## src/rtl/mem_access_stage.sv

```systemverilog
// mem_access_stage: MEM pipeline stage between AGEX and WB.
// Non-memory instructions pass straight into the MEM latch. Loads and stores
// go through a valid/ready data-memory port while the stage stalls upstream.
// Optional build macro MEM_MISALIGN_TRAP_EN: misaligned half/word accesses
// issue no request and retire with mem_trap=1 instead.
module mem_access_stage #(
  parameter int DBITS     = 32,
  parameter int REGNOBITS = 5,
  parameter int CNTBITS   = 32
) (
  input  logic                 clk,
  input  logic                 reset,
  input  logic                 agex_valid,
  input  logic                 agex_is_load,
  input  logic                 agex_is_store,
  input  logic [1:0]           agex_size,
  input  logic                 agex_unsigned,
  input  logic [DBITS-1:0]     agex_aluout,
  input  logic [DBITS-1:0]     agex_st_data,
  input  logic                 agex_wr_reg,
  input  logic [REGNOBITS-1:0] agex_wregno,
  input  logic [DBITS-1:0]     agex_inst_count,
  output logic                 mem_stall,
  output logic                 dmem_req_valid,
  input  logic                 dmem_req_ready,
  output logic                 dmem_we,
  output logic [DBITS-1:0]     dmem_addr,
  output logic [DBITS-1:0]     dmem_wdata,
  output logic [3:0]           dmem_wstrb,
  input  logic                 dmem_resp_valid,
  input  logic [DBITS-1:0]     dmem_rdata,
  output logic                 mem_valid,
  output logic                 mem_wr_reg,
  output logic [REGNOBITS-1:0] mem_wregno,
  output logic [DBITS-1:0]     mem_wdata,
  output logic [DBITS-1:0]     mem_inst_count,
`ifdef MEM_MISALIGN_TRAP_EN
  output logic                 mem_trap,
`endif
  output logic [CNTBITS-1:0]   stall_cycles
);

  typedef enum logic [1:0] {S_IDLE, S_REQ, S_RESP} state_t;

  state_t state, state_n;

  // Replicate store data into every lane the strobes may select.
  function automatic logic [DBITS-1:0] fmt_store(input logic [DBITS-1:0] st,
                                                 input logic [1:0] size);
    case (size)
      2'd0:    return {4{st[7:0]}};
      2'd1:    return {2{st[15:0]}};
      default: return st;
    endcase
  endfunction

  // Byte strobes; size 3 behaves as a full word.
  function automatic logic [3:0] fmt_strb(input logic [1:0] a,
                                          input logic [1:0] size);
    case (size)
      2'd0:    return 4'b0001 << a;
      2'd1:    return a[1] ? 4'b1100 : 4'b0011;
      default: return 4'b1111;
    endcase
  endfunction

  // Pick the addressed lane out of the read word and sign/zero extend it.
  function automatic logic [DBITS-1:0] load_extract(input logic [DBITS-1:0] rd,
                                                    input logic [1:0] a,
                                                    input logic [1:0] size,
                                                    input logic uns);
    logic signed [7:0]  b;
    logic signed [15:0] h;
    b = rd[{a, 3'b000} +: 8];
    h = a[1] ? rd[31:16] : rd[15:0];
    case (size)
      2'd0:    return uns ? {{(DBITS-8){1'b0}}, b}  : {{(DBITS-8){b[7]}}, b};
      2'd1:    return uns ? {{(DBITS-16){1'b0}}, h} : {{(DBITS-16){h[15]}}, h};
      default: return rd;
    endcase
  endfunction

  logic is_mem_op;
  logic start_access;
  assign is_mem_op = agex_is_load | agex_is_store;

`ifdef MEM_MISALIGN_TRAP_EN
  logic misalign;
  logic lat_trap_n;
  assign misalign = is_mem_op &&
                    ((agex_size == 2'd1 && agex_aluout[0]) ||
                     (agex_size[1] && agex_aluout[1:0] != 2'b00));
  assign start_access = (state == S_IDLE) && agex_valid && is_mem_op && !misalign;
`else
  assign start_access = (state == S_IDLE) && agex_valid && is_mem_op;
`endif

  // Hold register for the outstanding access (stage p1)
  logic [DBITS-1:0]     addr_p1;
  logic [1:0]           size_p1;
  logic                 uns_p1;
  logic                 is_store_p1;
  logic                 wr_reg_p1;
  logic [REGNOBITS-1:0] wregno_p1;
  logic [DBITS-1:0]     cnt_p1;
  logic [DBITS-1:0]     st_wdata_p1;
  logic [3:0]           st_wstrb_p1;

  // Capture the memory instruction when the access starts; data only, no reset.
  always_ff @(posedge clk) begin
    if (start_access) begin
      addr_p1     <= agex_aluout;
      size_p1     <= agex_size;
      uns_p1      <= agex_unsigned;
      is_store_p1 <= agex_is_store;
      wr_reg_p1   <= agex_wr_reg;
      wregno_p1   <= agex_wregno;
      cnt_p1      <= agex_inst_count;
      st_wdata_p1 <= fmt_store(agex_st_data, agex_size);
      st_wstrb_p1 <= fmt_strb(agex_aluout[1:0], agex_size);
    end
  end

  assign mem_stall      = (state != S_IDLE) || start_access;
  assign dmem_req_valid = (state == S_REQ);
  assign dmem_we        = is_store_p1;
  assign dmem_addr      = {addr_p1[DBITS-1:2], 2'b00};
  assign dmem_wdata     = st_wdata_p1;
  assign dmem_wstrb     = st_wstrb_p1;

  logic                 lat_we;
  logic                 lat_wr_reg_n;
  logic [REGNOBITS-1:0] lat_wregno_n;
  logic [DBITS-1:0]     lat_wdata_n;
  logic [DBITS-1:0]     lat_cnt_n;

  // State register
  always_ff @(posedge clk) begin
    if (!reset) state <= S_IDLE;
    else        state <= state_n;
  end

  // Next state and MEM latch write selection
  always_comb begin
    state_n      = state;
    lat_we       = 1'b0;
    lat_wr_reg_n = 1'b0;
    lat_wregno_n = agex_wregno;
    lat_wdata_n  = agex_aluout;
    lat_cnt_n    = agex_inst_count;
`ifdef MEM_MISALIGN_TRAP_EN
    lat_trap_n   = 1'b0;
`endif
    case (state)
      S_IDLE: begin
        if (agex_valid && !is_mem_op) begin
          lat_we       = 1'b1;
          lat_wr_reg_n = agex_wr_reg;
        end else if (start_access) begin
          state_n = S_REQ;
        end
`ifdef MEM_MISALIGN_TRAP_EN
        else if (agex_valid && misalign) begin
          lat_we     = 1'b1;
          lat_trap_n = 1'b1;
        end
`endif
      end
      S_REQ: begin
        if (dmem_req_ready) begin
          if (is_store_p1) begin
            state_n      = S_IDLE;
            lat_we       = 1'b1;
            lat_wregno_n = wregno_p1;
            lat_wdata_n  = '0;
            lat_cnt_n    = cnt_p1;
          end else begin
            state_n = S_RESP;
          end
        end
      end
      S_RESP: begin
        if (dmem_resp_valid) begin
          state_n      = S_IDLE;
          lat_we       = 1'b1;
          lat_wr_reg_n = wr_reg_p1;
          lat_wregno_n = wregno_p1;
          lat_wdata_n  = load_extract(dmem_rdata, addr_p1[1:0], size_p1, uns_p1);
          lat_cnt_n    = cnt_p1;
        end
      end
      default: state_n = S_IDLE;
    endcase
  end

  // MEM latch (stage p2): payload held while valid is low
  always_ff @(posedge clk) begin
    if (!reset) begin
      mem_valid      <= 1'b0;
      mem_wr_reg     <= 1'b0;
      mem_wregno     <= '0;
      mem_wdata      <= '0;
      mem_inst_count <= '0;
`ifdef MEM_MISALIGN_TRAP_EN
      mem_trap       <= 1'b0;
`endif
    end else begin
      mem_valid <= lat_we;
`ifdef MEM_MISALIGN_TRAP_EN
      mem_trap  <= lat_trap_n;
`endif
      if (lat_we) begin
        mem_wr_reg     <= lat_wr_reg_n;
        mem_wregno     <= lat_wregno_n;
        mem_wdata      <= lat_wdata_n;
        mem_inst_count <= lat_cnt_n;
      end
    end
  end

  // Saturating stall-cycle counter
  always_ff @(posedge clk) begin
    if (!reset)                              stall_cycles <= '0;
    else if (mem_stall && stall_cycles != '1) stall_cycles <= stall_cycles + 1'b1;
  end

endmodule

```

## config.mk

```make
export PLATFORM = sky130hd
export DESIGN_NAME = mem_access_stage
export DESIGN_NICKNAME = d
export VERILOG_FILES = /design/src/rtl/mem_access_stage.sv
export SDC_FILE = /design/constraint.sdc
export NUM_CORES = 1
export LEC_CHECK = 0
export CORE_ASPECT_RATIO = 0.6
export CORE_MARGIN = 8
export CORE_UTILIZATION = 43
export CTS_BUF_LIST = sky130_fd_sc_hd__clkbuf_8
export DETAILED_ROUTE_END_ITERATION = 8
export PLACE_DENSITY = 0.79
export SYNTH_ARGS = -nofsm -noshare
export SYNTH_HDL_FRONTEND = slang
export SYNTH_SLANG_ARGS = --single-unit
```

## constraint.sdc

```tcl
create_clock -name clk -period 5.93 [get_ports clk]
set_input_delay 0.593 -clock clk [delete_from_list [all_inputs] [get_ports clk]]
set_output_delay 0.593 -clock clk [all_outputs]
set_load 0.01 [all_outputs]
```

# [Yosys cells after proc, flatten, opt, wreduce, memory -nomap -nowiden]
# Cells that the tools add are included.
[classes] n_div=0 eq_ne=9 bitwise_logic=1 n_reduce_logical=11 n_mux=33 addsub=1 shifts=2 mul=0 order_cmp=0
[op_table] cell="2-to-1 mux 32 bit" count=8
[op_table] cell="case mux 32 bit (2 select lines)" count=4
[op_table] cell="adder 32 x 1 -> 32 bit, second input constant" count=1
[op_table] cell="inequality test 32 bit, second input constant" count=1
[op_table] cell="variable part select 32 x 6 -> 8 bit" count=1
[op_table] cell="2-to-1 mux 16 bit" count=1
[op_table] cell="2-to-1 mux 5 bit" count=3
[op_table] cell="2-to-1 mux 2 bit" count=5
[op_table] cell="case mux 5 bit (2 select lines)" count=1
[op_table] cell="case mux 4 bit (2 select lines)" count=1
[op_table] cell="equality test 2 x 1 -> 1 bit, second input constant" count=3
[op_table] cell="logical NOT 2 bit" count=3
[op_table] cell="2-to-1 mux 1 bit" count=6
[op_table] cell="inequality test 2 bit, second input constant" count=3
[op_table] cell="case mux 2 bit (3 select lines)" count=1
[op_table] cell="logical AND 1 bit" count=4
[op_table] cell="2-to-1 mux 4 bit" count=1
[op_table] cell="AND reduction 4 bit" count=1
[op_table] cell="left shift 1 x 2 -> 4 bit, first input constant" count=1
[op_table] cell="case mux 1 bit (3 select lines)" count=1
[op_table] cell="equality test 2 bit, second input constant" count=1
[op_table] cell="inequality test 2 x 1 -> 1 bit, second input constant" count=1
[op_table] cell="case mux 1 bit (2 select lines)" count=1
[op_table] cell="nonzero test 2 bit" count=1
[op_table] cell="3 further kinds" count=3
[totals] ram_bits=0 elab_cells=73 memories=0 latchBits=0 regBits=215 mem_bits_ro=0 out_inout_bits=174 inputBits=144

# [Longest topological paths before layout]
# Gate-level depths: netlist of the first run.
[logic_depth] depth_word=6 mapped_depth=8

# [Worst setup path after synthesis of the first run]
# Ideal clock, no wire load.
[synth_path] path_type="register to register" from="reg state[0]" to="reg addr_p1[0], enable pin" n_path_buf=0 arrival_time_ps=5304 setup_time_ps=580 setup_slack_ps=47 stages_incl_launch_ff=5 period_less_slack_ps=5883 cell_sequence="dfxtp_1 inv_1 ha_1 nand2_1 nor2_1"
[synth_between] elab_chain_cells=3
[synth_rtl] item="from (decl)" line="45" source="state_t state, state_n;"
[synth_rtl] item="from (signal assigned)" line="140" source="else state <= state_n;"
[synth_rtl] item="logical NOT 2 bit" line="95" source="assign start_access = (state == S_IDLE) && agex_valid && is_mem_op;"
[synth_rtl] item="logical AND 1 bit (2 in a row)" line="95"
[synth_rtl] item="named net start_access" line="84" source="logic start_access;"
[synth_rtl] item="to (signal assigned)" line="112" source="addr_p1 <= agex_aluout;"
[synth_rtl] item="to (decl)" line="99" source="logic [DBITS-1:0] addr_p1;"
# The timed path passes the listed nets, and every way through them passes these cells.
# A chain may end at the register's enable or synchronous reset.

# [Worst setup path in the final report of the first run]
[layout_path] from="in agex_is_store" to="out mem_stall"
[layout_between] elab_chain_cells=3
[layout_rtl] item="from (decl)" line="15" source="input logic agex_is_store,"
[layout_rtl] item="OR 1 bit" line="85" source="assign is_mem_op = agex_is_load | agex_is_store;"
[layout_rtl] item="logical AND 1 bit" line="95"
[layout_rtl] item="logical OR 1 bit" line="124" source="assign mem_stall = (state != S_IDLE) || start_access;"
[layout_rtl] item="to (decl)" line="23" source="output logic mem_stall,"
# No other way between the ends.

==> flow_summary.json, run 1 <==
{
  "relSlewSlack": 0.310,
  "max_cap_violations": 0,
  "port_buffers": 315,
  "fp.dieH_um": 130,
  "clkSinkCount": 215,
  "critPathBufInv": 2,
  "syn_area_per_cell_sq_um": 11.2,
  "async_reset_ff_frac": 0,
  "clkTransAtPathRegs_ns": 0.07,
  "p_clk_frac": 0.303,
  "cp_max_fo": 4,
  "powerDensity_nw_per_um2": 303,
  "synth_edf_count": 110,
  "hp-class": "register to register",
  "ys_seq_area_frac": 0.576,
  "ys_warn_count": 0,
  "grt_max_degree": 89,
  "power.total_w": 0.00400,
  "die_area_sq_um": 27000,
  "placed_cells": 1362,
  "synth-main-ff-cell": "edfxtp_1",
  "grt_pass1_vias": 7970,
  "cp.arrival_ns": 2.24,
  "crit_slowest_cell": "clkdlybuf4s50_1",
  "leakage_nw": 4.51,
  "cts_resized": 0,
  "post-route-period-util": 0.477,
  "internal_power_w": 0.00282,
  "design_area_sq_um": 13200,
  "max_freq_mhz": 353,
  "end_kind": "output port",
  "seq_power_share": 0.462,
  "final.setup.tns_ns": 0,
  "final_cell_mix": "315 x clkdlybuf4s50_1, 110 x edfxtp_1, 105 x dfxtp_1",
  "cp-start-kind": "input port",
  "final_nets": 1262,
  "period_minus_slack_ns": 2.83,
  "drv_slew": 0,
  "firstDrtPassIters": 5,
  "vias_per_cell": 5.73,
  "p_comb_frac": 0.234,
  "num_io_pins": 318,
  "regArea_sq_um": 5410,
  "gp_congestion": 0.844,
  "vias": 8149,
  "core_sq_um": 21800,
  "synth_area_leaders": "edfxtp_1 35%, dfxtp_1 22%, o21ai_0 4.2%, a221oi_1 4.0%, nor2_1 3.0%",
  "gr-total-overflow": 0,
  "initial_core_util": 0.431,
  "cts_buffers": 34,
  "peakVddDrop_mv": 0.279,
  "grtUsageTotal": 0.217,
  "required_ns": 5.34,
  "power.net_switching_w": 0.00118,
  "multi_input_area_sq_um": 3510,
  "synthDistinctLibCells": 53,
  "tightest_slew_ns": 1.04,
  "rsz0062_at_grt": "false",
  "holdWs_ns": 0.496,
  "critPathTopFamily": "buffers and inverters",
  "synth_cells": 840,
  "grt_first_pass_wirelength_mm": 45.9,
  "area_growth_pct": 40.5,
  "num_rows": 42,
  "finalNonFillerCells": 1423,
  "clockRootBuffer": "clkbuf_8",
  "wire_per_inst_um": 21.4,
  "layout_commonest_cell": "clkdlybuf4s50_1",
  "worstSetupPathType": "input port to output port",
  "placed_area_sq_um": 12500,
  "die_w_um": 207,
  "drt_wl_total_mm": 30.5,
  "cts_tree": "built",
  "num-fill-cells": 1779,
  "finalClockSkew_ns": 0.0150,
  "antennaDiodeCount": 0,
  "cts_setup_buffers": 0,
  "ys_ff_latch": 215,
  "drc": 0,
  "clock_path_buffers": 3,
  "antenna_left": 0,
  "antenna_found_initial": 2,
  "finalSetupViolations": 0,
  "crit_path_frequent_cell": "clkdlybuf4s50_1",
  "yosysTopAreaCell": "edfxtp_1",
  "h-tree-depth": 2,
  "cts_hold_buf": 0,
  "netlist_area_sq_um": 9390,
  "slowest_delay_ns": 0.53,
  "crit_chain": "clkdlybuf4s50_1 > o21ai_0 > nand2_1 > clkdlybuf4s50_1",
  "place_hpwl_mm": 21.5,
  "drive_above_1_share": 0.0853,
  "hold_viol_final": 0,
  "p_sw_frac": 0.294,
  "drtIter0Drc": 616,
  "status": "completed",
  "clock_latency_ns": 0.53,
  "yosysTopAreaCellShare": 0.352
}
[through the flow]
stage / setup slack (ns) / utilization
finish: 3.10 / 0.606
global route: 2.93 / 0.606
CTS: 3.10 / 0.606
detailed placement: 2.63 / 0.576
global placement: 2.75 / 0.576
floorplan: 0.0466 / -
[power by group through the flow]
stage	sequential (W)	clock (W)	combinational (W)
after floorplan	0.00192	0	0.000414
after detailed placement	0.00188	0	0.000941
after global placement	0.00187	0	0.000927
after global routing	0.00187	0.00131	0.00101
after CTS	0.00185	0.00124	0.000946
final	0.00185	0.00121	0.000938
[synth_stat cells (all sizes together), types with 3 or more instances]
| master | n |
|---|---|
| mux2 | 18 |
| or3 | 17 |
| a211o | 8 |
| a32oi | 6 |
| o221ai | 6 |
| o31ai | 4 |
| nand2b | 18 |
| nor3 | 42 |
| o21bai | 4 |
| mux2i | 18 |
| dfxtp | 105 |
| ha | 6 |
| nor2b | 3 |
| nand2 | 31 |
| o211ai | 4 |
| buf | 41 |
| mux4 | 9 |
| and4 | 8 |
| a21oi | 52 |
| a221oi | 52 |
| xnor2 | 4 |
| nor2 | 76 |
| and2 | 3 |
| o21ai | 78 |
| edfxtp | 110 |
| nor4 | 3 |
| a211oi | 3 |
| inv | 11 |
| clkbuf | 46 |
| o22ai | 6 |
| nand4 | 10 |
| nand3 | 16 |
[worst register-to-register path: stages, from the launching register on]
cell and delay (ns):
edfxtp_1 1.03, mux4_2 0.60, nor3b_4 0.20, o31a_4 0.47, a221oi_1 0.33, nor2_1 0.08
[metal layers]
metal | global-route usage | wire length (um)
met2 | 0.336 | 13500
met4 | 0.0561 | 491
met1 | 0.280 | 12700
met3 | 0.0896 | 3760
met5 | 0 | 27
[cells by family (layout without fill, tap and decap cells)]
group | count (synthesis) | count (layout) | share of synthesized area
xor+xnor | 6 | 6 | 0.00560
fa+ha+maj | 6 | 6 | 0.00800
compound gates | 235 | 235 | 0.170
other cells | 1 | 2 | 0.000400
flops | 215 | 215 | 0.576
buf+inv | 99 | 395 | 0.0544
mux | 45 | 45 | 0.0624
simple gates | 233 | 233 | 0.123
[worst paths after layout]
kind	depth (start not counted)	slack [ns]	to	startpoint
hold / removal	2	0.50	mem_inst_count[6]	mem_inst_count[6]
setup reg to reg	5	3.11	mem_wdata[30]	addr_p1[1]
hold reg to reg	2	0.50	mem_inst_count[6]	mem_inst_count[6]
setup / recovery	4	3.10	mem_stall	agex_is_store
[cell type report]
cell class | count | area share
tap | 286 | 0.0271
timing repair buffer | 322 | 0.244
clock buffer | 40 | 0.0417
inverter | 12 | 0.00342
clock inverter | 21 | 0.00731
multi-input combinational | 527 | 0.267
sequential | 215 | 0.410
No activity file was read; power rests on OpenSTA's default activity.
==> run 2, diff against run 1 <==
Clock period 5.93 ns to 2.6 ns, I/O delays scaled along.
==> flow_summary.json, run 2 (same netlist as run 1, synthesis figures left out) <==
{
  "tightest_slew_ns": 0.928,
  "crit_end": "mem_inst_count[30]",
  "layout_commonest_cell": "clkdlybuf4s50_1",
  "grtUsageTotal": 0.223,
  "firstDrtPassIters": 6,
  "cts_hold_buf": 0,
  "clockRootBuffer": "clkbuf_8",
  "hold_viol_final": 0,
  "slowest_delay_ns": 0.58,
  "clock_latency_ns": 0.54,
  "worstSetupPathType": "register to register",
  "cts_tree": "built",
  "power.total_w": 0.00919,
  "num_io_pins": 318,
  "hp-class": "input port to register",
  "num-fill-cells": 1742,
  "drt_wl_total_mm": 31.5,
  "antenna_left": 0,
  "r2r_start": "state[1]",
  "place_hpwl_mm": 22.7,
  "gr-total-overflow": 0,
  "relSlewSlack": 0.380,
  "wire_per_inst_um": 21.8,
  "die_w_um": 207,
  "final_cell_mix": "315 x clkdlybuf4s50_1, 110 x edfxtp_1, 103 x dfxtp_1",
  "num_rows": 42,
  "gp_congestion": 0.887,
  "max_cap_violations": 0,
  "crit_slowest_cell": "a21o_2",
  "vias_per_cell": 5.73,
  "post-route-period-util": 0.928,
  "port_buffers": 315,
  "drc": 0,
  "drive_above_1_share": 0.105,
  "final_nets": 1283,
  "area_growth_pct": 42.9,
  "clkTransAtPathRegs_ns": 0.06,
  "finalClockSkew_ns": 0.0224,
  "drv_slew": 0,
  "initial_core_util": 0.431,
  "r2r-end": "mem_inst_count[30]",
  "ff2ff_path_depth": 7,
  "drtIter0Drc": 603,
  "grt_first_pass_wirelength_mm": 46.7,
  "finalNonFillerCells": 1445,
  "rsz0062_at_grt": "false",
  "finalSetupViolations": 0,
  "core_sq_um": 21800,
  "cts_resized": 0,
  "vias": 8286,
  "max_freq_mhz": 415,
  "grt_max_degree": 64,
  "cp_max_fo": 25,
  "crit_chain": "inv_2 > ha_1 > a32oi_1 > a21o_2 > buf_4 > a221oi_1 > nor3_1",
  "peakVddDrop_mv": 0.495,
  "powerDensity_nw_per_um2": 685,
  "cts_buffers": 34,
  "die_area_sq_um": 27000,
  "clkSinkCount": 215,
  "cp.arrival_ns": 2.86,
  "r2r_setup_slack_ns": 0.19,
  "end_kind": "register",
  "cts_setup_buffers": 0,
  "period_minus_slack_ns": 2.41,
  "placed_cells": 1383,
  "status": "completed",
  "cp-start-kind": "register",
  "grt_pass1_vias": 8158,
  "required_ns": 3.04,
  "leakage_nw": 4.63,
  "antenna_found_initial": 2,
  "clock_path_buffers": 3,
  "critPathLaunch": "state[1]",
  "h-tree-depth": 2,
  "fp.dieH_um": 130
}
## run 2: worst max-delay path, delay by kind of cell (launching register included)
kind,cells,cell delay [ns]
compound gates,3,1.13
simple gates,1,0.24
flops,1,0.36
fa+ha+maj,1,0.23
buf+inv,2,0.32
## run 2: metrics by stage
step                hold slack [ns]  setup TNS (ns)  instance area, sq um  setup WS, ns   util
finish                        0.295               0                 13400         0.188  0.617
global placement              0.482               0                 12800         0.163  0.589
global route                  0.255               0                 13400        0.0486  0.617
detailed placement            0.488               0                 12800        0.0886  0.589
floorplan                     0.359           -7.66                  9420       -0.0696      -
CTS                           0.253               0                 13400         0.159  0.617
## run 2: worst min-delay path by stage
stage | start | end | slack [ns] | cells after the start
after floorplan | agex_aluout[0] | addr_p1[0] | 0.36 | 0
after global placement | mem_inst_count[22] | mem_inst_count[22] | 0.48 | 2
after detailed placement | mem_inst_count[10] | mem_inst_count[10] | 0.49 | 2
after CTS | agex_unsigned | uns_p1 | 0.25 | 1
after global routing | agex_unsigned | uns_p1 | 0.25 | 1
final | agex_unsigned | uns_p1 | 0.29 | 1
## run 2: cell type report
class,instances,area (sq um),share of cell area
Sequential cell,215,5410,0.403
Multi-Input combinational cell,527,3530,0.263
Timing Repair Buffer,343,3460,0.258
Clock buffer,36,495,0.0369
Tap cell,286,358,0.0267
Clock inverter,25,111,0.00830
Inverter,12,45.0,0.00336
Antenna cell,1,2.50,0.000186
## run 2: power breakdown
| group | internal [W] | switching (W) | total, W | leakage (nW) |
|---|---|---|---|---|
| logic | 0.00113 | 0.00121 | 0.00234 | 2.36 |
| clock network | 0.00129 | 0.00137 | 0.00266 | 0.368 |
| registers | 0.00401 | 0.000180 | 0.00419 | 1.89 |
| total | 0.00643 | 0.00276 | 0.00919 | 4.63 |
## run 2: per-layer routing
layer  global-route usage  up-vias  part of all wire
met5                    0        -           0.00041
met4               0.0732        2             0.022
met3               0.0980       57              0.13
met2                0.348      453              0.44
met1                0.276     4013              0.41
li1                     -     3761                 -
